<file path="src/rtl/logic_eval_sched.sv">
// Round-robin scheduler that shares one bit-serial evaluator y = (a & b) | (c ^ d) between two requesters.
// Optional parity output y_par is enabled by defining LOGIC_EVAL_PARITY_EN.
module logic_eval_sched #(
    parameter int WIDTH = 8,
    parameter int CNT_W = $clog2(WIDTH) + 1
) (
    input  logic             clk,
    input  logic             rst_n,
    input  logic             req0,
    input  logic [WIDTH-1:0] a0,
    input  logic [WIDTH-1:0] b0,
    input  logic [WIDTH-1:0] c0,
    input  logic [WIDTH-1:0] d0,
    input  logic             req1,
    input  logic [WIDTH-1:0] a1,
    input  logic [WIDTH-1:0] b1,
    input  logic [WIDTH-1:0] c1,
    input  logic [WIDTH-1:0] d1,
    output logic             gnt0,
    output logic             gnt1,
    output logic             done0,
    output logic             done1,
    output logic             busy,
    output logic [WIDTH-1:0] y
`ifdef LOGIC_EVAL_PARITY_EN
    ,
    output logic             y_par
`endif
);

    localparam int IDX_W = (WIDTH > 1) ? $clog2(WIDTH) : 1;

    typedef enum logic [1:0] {
        IDLE = 2'd0,
        RUN  = 2'd1,
        DONE = 2'd2
    } state_t;

    state_t             state_r;
    state_t             state_nxt_s;
    logic               rr_last_r;
    logic               owner_r;
    logic [CNT_W-1:0]   cnt_r;
    logic [WIDTH-1:0]   a_r, b_r, c_r, d_r;
    logic [WIDTH-1:0]   res_r;
    logic [WIDTH-1:0]   y_r;
    logic               gnt0_r, gnt1_r, done0_r, done1_r, busy_r;
    logic               grant_s;
    logic               win_s;
    logic               last_s;
    logic               run_last_s;
    logic               bit_s;
    logic [IDX_W-1:0]   idx_s;
    logic [WIDTH-1:0]   res_full_s;

    function automatic logic parity_f(input logic [WIDTH-1:0] v);
        return ^v;
    endfunction

    // Next-state logic and arbitration; DONE may hand straight over to a waiting requester.
    always_comb begin
        state_nxt_s = state_r;
        grant_s     = 1'b0;
        win_s       = (req0 & req1) ? ~rr_last_r : req1;
        last_s      = (cnt_r == CNT_W'(WIDTH - 1));
        case (state_r)
            IDLE: begin
                if (req0 | req1) begin
                    grant_s     = 1'b1;
                    state_nxt_s = RUN;
                end else begin
                    state_nxt_s = IDLE;
                end
            end
            RUN: begin
                if (last_s) begin
                    state_nxt_s = DONE;
                end else begin
                    state_nxt_s = RUN;
                end
            end
            DONE: begin
                if (req0 | req1) begin
                    grant_s     = 1'b1;
                    state_nxt_s = RUN;
                end else begin
                    state_nxt_s = IDLE;
                end
            end
            default: begin
                state_nxt_s = IDLE;
            end
        endcase
    end

    // Serial datapath: one result bit per RUN cycle, LSB first.
    always_comb begin
        idx_s      = cnt_r[IDX_W-1:0];
        bit_s      = (a_r[idx_s] & b_r[idx_s]) | (c_r[idx_s] ^ d_r[idx_s]);
        res_full_s = res_r;
        res_full_s[idx_s] = bit_s;
        run_last_s = (state_r == RUN) & last_s;
    end

    // State register.
    always_ff @(posedge clk or negedge rst_n) begin
        if (!rst_n) begin
            state_r <= IDLE;
        end else begin
            state_r <= state_nxt_s;
        end
    end

    // Operand capture, bit counter, result and registered outputs.
    always_ff @(posedge clk or negedge rst_n) begin
        if (!rst_n) begin
            rr_last_r <= 1'b1;
            owner_r   <= 1'b0;
            cnt_r     <= '0;
            a_r       <= '0;
            b_r       <= '0;
            c_r       <= '0;
            d_r       <= '0;
            res_r     <= '0;
            y_r       <= '0;
            gnt0_r    <= 1'b0;
            gnt1_r    <= 1'b0;
            done0_r   <= 1'b0;
            done1_r   <= 1'b0;
            busy_r    <= 1'b0;
        end else begin
            gnt0_r  <= grant_s & ~win_s;
            gnt1_r  <= grant_s & win_s;
            done0_r <= run_last_s & ~owner_r;
            done1_r <= run_last_s & owner_r;
            busy_r  <= (state_nxt_s != IDLE);
            if (grant_s) begin
                a_r       <= win_s ? a1 : a0;
                b_r       <= win_s ? b1 : b0;
                c_r       <= win_s ? c1 : c0;
                d_r       <= win_s ? d1 : d0;
                rr_last_r <= win_s;
                owner_r   <= win_s;
                cnt_r     <= '0;
                res_r     <= '0;
            end else if (state_r == RUN) begin
                res_r <= res_full_s;
                if (last_s) begin
                    cnt_r <= '0;
                    y_r   <= res_full_s;
                end else begin
                    cnt_r <= cnt_r + CNT_W'(1);
                end
            end
        end
    end

`ifdef LOGIC_EVAL_PARITY_EN
    logic y_par_r;

    // Parity tracks y and updates on the same edge.
    always_ff @(posedge clk or negedge rst_n) begin
        if (!rst_n) begin
            y_par_r <= 1'b0;
        end else if (run_last_s) begin
            y_par_r <= parity_f(res_full_s);
        end
    end

    assign y_par = y_par_r;
`endif

    assign gnt0  = gnt0_r;
    assign gnt1  = gnt1_r;
    assign done0 = done0_r;
    assign done1 = done1_r;
    assign busy  = busy_r;
    assign y     = y_r;

endmodule
</file>
<file path="config.mk">
export PLATFORM = sky130hd
export DESIGN_NAME = logic_eval_sched
export DESIGN_NICKNAME = d
export VERILOG_FILES = /design/src/rtl/logic_eval_sched.sv
export SDC_FILE = /design/constraint.sdc
export NUM_CORES = 1
export LEC_CHECK = 0
export ABC_AREA = 1
export CAP_MARGIN = 40
export CORE_ASPECT_RATIO = 1.1
export CORE_MARGIN = 3
export CORE_UTILIZATION = 40
export CTS_CLUSTER_SIZE = 14
export DETAILED_ROUTE_END_ITERATION = 10
export DONT_BUFFER_PORTS = 1
export PLACE_DENSITY = 0.55
export SYNTH_ARGS = -nofsm -noshare
export SYNTH_HDL_FRONTEND = slang
export SYNTH_SLANG_ARGS = --single-unit
</file>
<file path="constraint.sdc">
create_clock -name clk -period 3.2 [get_ports clk]
set_input_delay 0.96 -clock clk [delete_from_list [all_inputs] [get_ports clk]]
set_output_delay 0.96 -clock clk [all_outputs]
set_load 0.05 [all_outputs]
</file>
==> results of run 1 <==
-- Yosys cell counts (all sizes together) --
library cell / number / area [sq um]
a211oi: 1 / 7.51
a21oi: 2 / 10.0
nand2: 176 / 741
nand4: 1 / 6.26
nor2: 21 / 116
o21bai: 1 / 7.51
buf: 13 / 105
nand3: 44 / 275
inv: 40 / 158
or2: 8 / 50.1
dfrtp: 60 / 1500
clkbuf: 3 / 11.3
dfstp: 1 / 26.3
o211ai: 20 / 150
ha: 1 / 12.5
o21ai: 9 / 56.3
o22ai: 1 / 6.26
-- per-layer routing --
layer  wire, microns  share of wire (%)  vias up
met4              81                1.1        0
met3             338                4.7        7
li1                -                  -     1262
met2            3360                 47       53
met1            3390                 47     1158
met5               0                  0        -
-- registers in the layout, summed over array words and instances, names as in the netlist, 2 cells and up --
signal   cells
res_r        8
c_r          8
y            8
a_r          8
b_r          8
cnt_r        4
state_r      2
d_r          8
-- placed cells by master, fill, tap and decap left out, types with 2 or more instances in the layout --
cell	count
buf_4	4
bufinv_16	2
clkbuf_8	11
clkinv_2	2
dfrtp_1	60
inv_1	31
inv_2	8
nand2_1	161
nand2_2	10
nand2_4	3
nand2_8	2
nand3_1	33
nand3_2	11
nor2_1	13
nor2_2	4
nor2_4	4
o211ai_1	20
o21ai_0	4
o21ai_1	4
or2_2	8
-- where the power goes --
group          internal (W)  switching [W]  leakage (nW)
Combinational      0.000626        0.00109         0.822
Sequential          0.00113       0.000439         0.751
Clock              0.000479       0.000299         0.116
-- kinds of logic after synthesis --
kind of cell / count (synthesis)
buffers and inverters: 56
AND/OR/NAND/NOR: 250
AO/OA/AOI/OAI: 34
adder cells (fa/ha/maj): 1
flip-flops: 61
-- final cells by class --
class	count	area [sq um]	share of cell area, %
timing repair buffer	4	30.0	0.854
clock inverter	4	70.1	1.99
tap	105	131	3.74
sequential	61	1530	43.4
inverter	40	158	4.48
multi-input combinational	285	1450	41.1
clock buffer	12	155	4.41
-- through the flow --
step / std cells / util [%] / instance area, sq um
floorplan: 402 / - / 3240
global placement: 495 / 42.9 / 3290
detailed placement: 495 / 42.9 / 3290
CTS: 511 / 45.8 / 3520
global route: 511 / 45.8 / 3520
finish: 511 / 45.8 / 3520
-- worst min-delay path by stage --
stage / start / to / slack, ns / depth (start not counted)
after detailed placement: owner_r / done0 / 0.41 / 1
after floorplan: owner_r / done0 / 0.40 / 1
after CTS: rst_n / gnt0 / 0.29 / 0
after global placement: owner_r / done0 / 0.41 / 1
final: rst_n / d_r[3] / 0.31 / 0
after global routing: rst_n / b_r[0] / 0.28 / 0
-- worst reg2reg max path, stage by stage (launching register included) --
cell and delay (ns):
dfrtp_1 0.63, ha_1 0.24, nand2_1 0.07, nor2_1 0.22
inv_1 0.12, nor2_4 0.27, inv_2 0.17, nand2_1 0.10
nand2_1 0.06
==> impl_metrics.toml, run 1 <==
[yosys]
synth-seq-cells = 61
synth_top_family_by_area = "simple AND/OR/NAND/NOR gates"
synthSimpleGateAreaFrac_pct = 36.7
synth_compound_area_share_pct = 7.34
syn-cell-area_sq_um = 3240
synth_mux_area_share_pct = 0
syn_nets = 471
synth_warnings = 0
synthCells = 402
synth-xor-area-share_pct = 0
post_synth.cell_area_avg_sq_um = 8.06
ys_types = 31
synth_fa_ha_area_share_pct = 0.386
seq_area_frac_synth_pct = 47.1

[clocking]
cts_setup_buffers = 0
cts-root-buf = "clkbuf_8"
cts_made_buffers = 9
clock_sinks = 61
ctsResizeCount = 0
clk_latency_ns = 0.34
clkTransAtPathRegs_ns = 0.07
cts_hold_buffers = 0
htree_num_levels = 3
tritoncts = "yes"
cts_buffer_depth = 2

[finish]
n_antenna_cell = 0
area_growth_syn_to_layout_pct = 8.53
nets = 470
n_fill_cell = 803
drive_above_1_share_pct = 18.0

[floorplanning]
initial_core_util_pct = 42.2
core_sq_um = 7680
die_h_microns = 100
io_pins = 81
num_rows = 33
die_w_microns = 91.8
die_area_sq_um = 9220

[sta]
hold_viol_final = 0
worst_clock_skew_ns = 0.00399
rsz0062_at_grt = "no"
slew_violations = 0
setup_slack_ns = 1.10
totalNegativeSetupSlack_ns = 0
fin_crit_sh_pct = 65.6
slew_headroom_pct = 68.2
hold_slack_ns = 0.313
max_freq_mhz = 476
fin_crit_ns = 2.10
worst_pin_slew_ns = 0.477
setup_viol = 0

[placed_design]
gp_congestion = 0.755
post-place-ws_ns = 0.717
dp_hpwl_microns = 5030
port_buffers = 0

[detailed_routing]
routed_wl_microns = 7170
ant_nets = 0
vias = 2480
vias_per_cell = 4.85
firstDrtPassIters = 4
detail_route.wl_per_cell_microns = 14.0
first_iter_violations = 78
drc = 0

[setup_path]
cpLargestDelayFamily = "compound AO/OA/AOI/OAI gates"
slowest_delay_ns = 0.38
cp-endpoint = "cnt_r[3]"
worstReg2RegEnd = "y[3]"
cp_num_buf_inv = 3
crit_chain = "o21ai_4 > inv_2 > nor2_4 > inv_2 > a21oi_1 > o21bai_1 > inv_1"
start_kind = "input port"
reg2reg_depth = 8
startpoint = "req1"
cp.arrival_ns = 2.33
cp.depth = 7
crit_type = "input port to flop"
slowest_stage = "o21ai_4"
cp_max_fo = 23
timing.rr.start = "cnt_r[0]"
worstPathRequired_ns = 3.43
critPathMostFrequentCell = "inv_2"
cp-end-kind = "flop"
rrSetupSlack_ns = 1.22

[global_route]
grt_overflow_total = 0
met3_usage_pct = 4.95
grt_pass1_vias = 2593
gr-usage-met1_pct = 22.7
antenna_found_initial = 0
grt_max_degree = 62
grt_usage_pct = 17.2
use_met2_pct = 27.3
top_usage_layer = "met2"
grt_pass1_wl_microns = 12500

[run_status]
status = "complete, no violations"

[power]
p_leak_nw = 1.69
report.power.total_w = 0.00406
powerDensity_nw_per_um2 = 1160
ir_drop_uv = 362

[flow_run]
drv_cap = 0

[worst_hold_path]
timing.hold.worst.class = "input port to asynchronous set/reset pin"
(Power assumes the default switching activity.)
==> run 2, diff against run 1 <==
- PLACE_DENSITY: 0.55 -> 0.57
- clock period: 3.2 -> 1.8 ns (I/O delays scaled with it)
==> impl_metrics.toml, run 2 (synthesis gave the netlist of run 1 again) <==
[detailed_routing]
drc = 0
first_iter_violations = 128
vias = 2526
routed_wl_microns = 7440
ant_nets = 0
firstDrtPassIters = 4
vias_per_cell = 4.90
detail_route.wl_per_cell_microns = 14.4

[finish]
fin_area_sq_um = 3560
n_fill_cell = 797
drive_above_1_share_pct = 19.0
regArea_sq_um = 1530
area_growth_syn_to_layout_pct = 9.88
nets = 476
mostFrequentLayoutCell = "nand2_1"
final_cell_mix = "nand2_1 (161), dfrtp_1 (59), nand3_1 (33)"
multi_input_area_sq_um = 1450
instances_no_fill = 516
n_antenna_cell = 0

[global_route]
grt_overflow_total = 0
grt_pass1_wl_microns = 12800
grt_max_degree = 62
grt_pass1_vias = 2662
grt_usage_pct = 17.5
antenna_found_initial = 0

[clocking]
clk_latency_ns = 0.33
tritoncts = "yes"
htree_num_levels = 3
cts-root-buf = "clkbuf_8"
cts_setup_buffers = 0
clkTransAtPathRegs_ns = 0.07
cts_buffer_depth = 2
clock_sinks = 61
cts_made_buffers = 9

[sta]
slew_headroom_pct = 63.9
worst_pin_slew_ns = 0.540
totalNegativeSetupSlack_ns = 0
setup_viol = 0
hold_viol_final = 60
hold_slack_ns = -0.104
fin_crit_ns = 1.65
slew_violations = 0
fin_crit_sh_pct = 91.6
rsz0062_at_grt = "no"
max_freq_mhz = 607
worst_clock_skew_ns = 0.00973

[placed_design]
port_buffers = 0
gp_congestion = 0.744
place_area_sq_um = 3370
placed_cells = 501
dp_hpwl_microns = 5190

[floorplanning]
die_area_sq_um = 9220
die_w_microns = 91.8
initial_core_util_pct = 42.2
num_rows = 33
io_pins = 81
core_sq_um = 7680
die_h_microns = 100

[power]
report.power.total_w = 0.00720
p_leak_nw = 1.71
powerDensity_nw_per_um2 = 2020
ir_drop_uv = 789

[run_status]
violations = "negative hold slack"
status = "finished, violations left"

[setup_path]
timing.rr.start = "cnt_r[0]"
start_kind = "flop"
cp-end-kind = "flop"
worstReg2RegEnd = "y[6]"
crit_type = "flop to flop"
rrSetupSlack_ns = 0.15
reg2reg_depth = 11
worstPathRequired_ns = 2.01
cp.arrival_ns = 1.86
cp_max_fo = 18
startpoint = "cnt_r[0]"

[worst_hold_path]
timing.hold.worst.class = "input port to asynchronous set/reset pin"

[flow_run]
drv_cap = 0
-- run 2: cell types whose count changed in the layout (fill, tap and decap cells not counted), sizes merged --
cell | previous run | this run
bufinv | 2 | 0
clkinv | 2 | 1
buf | 4 | 10
clkbuf | 12 | 14
-- run 2: repair_timing --
action                                 in CTS  in global routing
gates resized for setup                     1                  1
endpoints found under the hold margin      60                 60
setup endpoints to repair                  15                 14
pin swaps                                   0                  0
-- run 2: worst max-delay path by stage --
stage,cells after the start,to,slack [ns]
after floorplan,7,cnt_r[3],0.36
after global placement,5,b_r[0],0.003
after detailed placement,5,b_r[0],-0.07
after CTS,8,y[6],0.08
after global routing,11,y[4],0.005
final,11,y[6],0.15
-- run 2: layout make-up --
type | count | area share [%]
tap | 105 | 3.69
inverter | 40 | 4.43
timing repair buffer | 10 | 3.16
multi-input combinational | 285 | 40.8
sequential | 61 | 42.9
clock inverter | 1 | 0.141
clock buffer | 14 | 4.85
-- run 2: worst max-delay path, cell delays in order, from the launching register on --
cell	delay [ns]
dfrtp_1	0.43
buf_12	0.17
inv_8	0.11
nand2_1	0.07
nand3_1	0.09
nand2_2	0.06
nor2_1	0.12
nand2_2	0.11
nand2_8	0.12
nand3_2	0.08
nand3_1	0.09
nand2_1	0.06
-- run 2: layer usage --
layer	routed length (microns)	vias up	GRT usage, %
li1	-	1279	-
met1	3380	1177	22.3
met2	3600	65	29.3
met3	404	5	5.10
met4	61	0	4.80
met5	0	-	0
-- run 2: where the power goes --
group	total [W]	leakage, nW	internal, W	switching [W]
Sequential	0.00275	0.750	0.00201	0.000739
Clock	0.00113	0.0926	0.000605	0.000525
Combinational	0.00331	0.864	0.00125	0.00206
-- run 2: metrics by stage --
step / util [%] / setup slack (ns) / hold slack, ns
floorplan: - / 0.365 / 0.244
global placement: 43.9 / 0.00339 / 0.246
detailed placement: 43.9 / -0.0699 / 0.247
CTS: 46.4 / 0.0775 / -0.115
global route: 46.4 / 0.00460 / -0.126
finish: 46.4 / 0.152 / -0.104
==> run 3, diff against run 2 <==
- PLACE_DENSITY: 0.57 -> unset
- PLACE_DENSITY_LB_ADDON: unset -> 0.05
==> impl_metrics.toml, run 3 (synthesis gave the netlist of run 1 again) <==
[finish]
area_growth_syn_to_layout_pct = 10.6
n_antenna_cell = 0
final_cell_mix = "nand2_1 (161), dfrtp_1 (58), nand3_1 (33)"
n_fill_cell = 786
drive_above_1_share_pct = 19.7
nets = 476
mostFrequentLayoutCell = "nand2_1"
instances_no_fill = 517
fin_area_sq_um = 3580

[flow_run]
drv_cap = 0

[detailed_routing]
ant_nets = 0
vias = 2526
first_iter_violations = 95
drc = 0
detail_route.wl_per_cell_microns = 14.5
routed_wl_microns = 7470
vias_per_cell = 4.89
firstDrtPassIters = 6

[clocking]
clk_latency_ns = 0.34
cts_setup_buffers = 0
clkTransAtPathRegs_ns = 0.07
tritoncts = "yes"
cts-root-buf = "clkbuf_8"
htree_num_levels = 3
clock_sinks = 61
cts_made_buffers = 9
cts_buffer_depth = 2

[placed_design]
port_buffers = 0
place_area_sq_um = 3350
dp_hpwl_microns = 5190
gp_congestion = 0.729
placed_cells = 501

[setup_path]
crit_type = "flop to flop"
rrSetupSlack_ns = 0.18
worstPathRequired_ns = 2.03
cp-end-kind = "flop"
start_kind = "flop"
reg2reg_depth = 11
cp.arrival_ns = 1.85
worstReg2RegEnd = "y[3]"
timing.rr.start = "cnt_r[0]"
cp_max_fo = 18
startpoint = "cnt_r[0]"
cp-endpoint = "y[3]"

[sta]
worst_pin_slew_ns = 0.527
setup_viol = 0
slew_violations = 0
hold_viol_final = 60
rsz0062_at_grt = "no"
hold_slack_ns = -0.105
worst_clock_skew_ns = 0.00713
fin_crit_sh_pct = 90.2
slew_headroom_pct = 64.8
fin_crit_ns = 1.62
max_freq_mhz = 616

[floorplanning]
io_pins = 81
die_w_microns = 91.8
core_sq_um = 7680
initial_core_util_pct = 42.2
num_rows = 33
die_area_sq_um = 9220
die_h_microns = 100

[global_route]
grt_pass1_vias = 2706
grt_usage_pct = 17.6
antenna_found_initial = 0
grt_max_degree = 62
met3_usage_pct = 4.20
top_usage_layer = "met2"
use_met2_pct = 28.9
grt_pass1_wl_microns = 12800
gr-usage-met1_pct = 22.2
grt_overflow_total = 0

[run_status]
status = "finished, violations left"
violations = "negative hold slack"

[power]
powerDensity_nw_per_um2 = 2060
ir_drop_uv = 718
report.power.total_w = 0.00738
p_leak_nw = 1.72

[worst_hold_path]
timing.hold.worst.class = "input port to asynchronous set/reset pin"
==> run 3: changes by cell type in the layout (fill, tap and decap cells not counted), sizes merged <==
| cell | change |
|---|---|
| bufinv | +2 |
| clkbuf | -2 |
| clkinv | +1 |
==> run 3: per-stage QoR <==
| step | setup slack (ns) | hold WS, ns | setup TNS, ns | util (%) |
|---|---|---|---|---|
| floorplan | 0.365 | 0.244 | 0 | - |
| global placement | -0.0313 | 0.246 | -0.0907 | 43.6 |
| detailed placement | -0.0517 | 0.246 | -0.342 | 43.6 |
| CTS | 0.0726 | -0.129 | 0 | 46.6 |
| global route | 0.0214 | -0.129 | 0 | 46.7 |
| finish | 0.177 | -0.105 | 0 | 46.7 |
==> run 3: where the power goes <==
part           internal, W  switching, W  total, W
combinational      0.00119       0.00206   0.00325
clock             0.000852      0.000538   0.00139
sequential         0.00201      0.000722   0.00274
total              0.00406       0.00331   0.00738
==> run 3: layout make-up <==
| cell class | count | area, sq um | share of cell area (%) |
|---|---|---|---|
| multi-input cells | 285 | 1450 | 40.5 |
| repair buffers | 10 | 87.6 | 2.44 |
| inverters | 40 | 158 | 4.40 |
| flip-flops and latches | 61 | 1530 | 42.7 |
| well taps | 105 | 131 | 3.66 |
| clock inverters | 4 | 70.1 | 1.95 |
| clock buffers | 12 | 155 | 4.33 |
==> run 3: worst min path at each step <==
stage | from | endpoint | slack [ns] | cells past startpoint
3_5_place_dp | rst_n | d_r[2] | 0.25 | 0
2_1_floorplan | rst_n | a_r[0] | 0.24 | 0
3_3_place_gp | rst_n | d_r[2] | 0.25 | 0
6_report | rst_n | d_r[2] | -0.11 | 0
5_1_grt | rst_n | y[1] | -0.13 | 0
4_1_cts | rst_n | y[0] | -0.13 | 0
==> run 3: critical path, stage by stage (launching register included) <==
cell	delay [ns]
dfrtp_1	0.38
buf_4	0.19
inv_8	0.13
nand2_1	0.08
nand3_1	0.09
nand2_1	0.07
nor2_1	0.13
nand2_2	0.10
nand2_8	0.12
nand3_2	0.07
nand3_1	0.09
nand2_1	0.05
==> run 3: what timing repair did <==
item,in CTS,in global routing
endpoints found under the setup margin,14,8
gates resized for setup,1,2
hold endpoints to repair,60,60
==> run 3: metal layers <==
layer	wire length [microns]	vias to the layer above	part of all wire, %
met3	396	10	5.3
met1	3370	1172	45
li1	-	1280	-
met2	3570	64	48
met5	0	-	0
met4	127	0	1.7
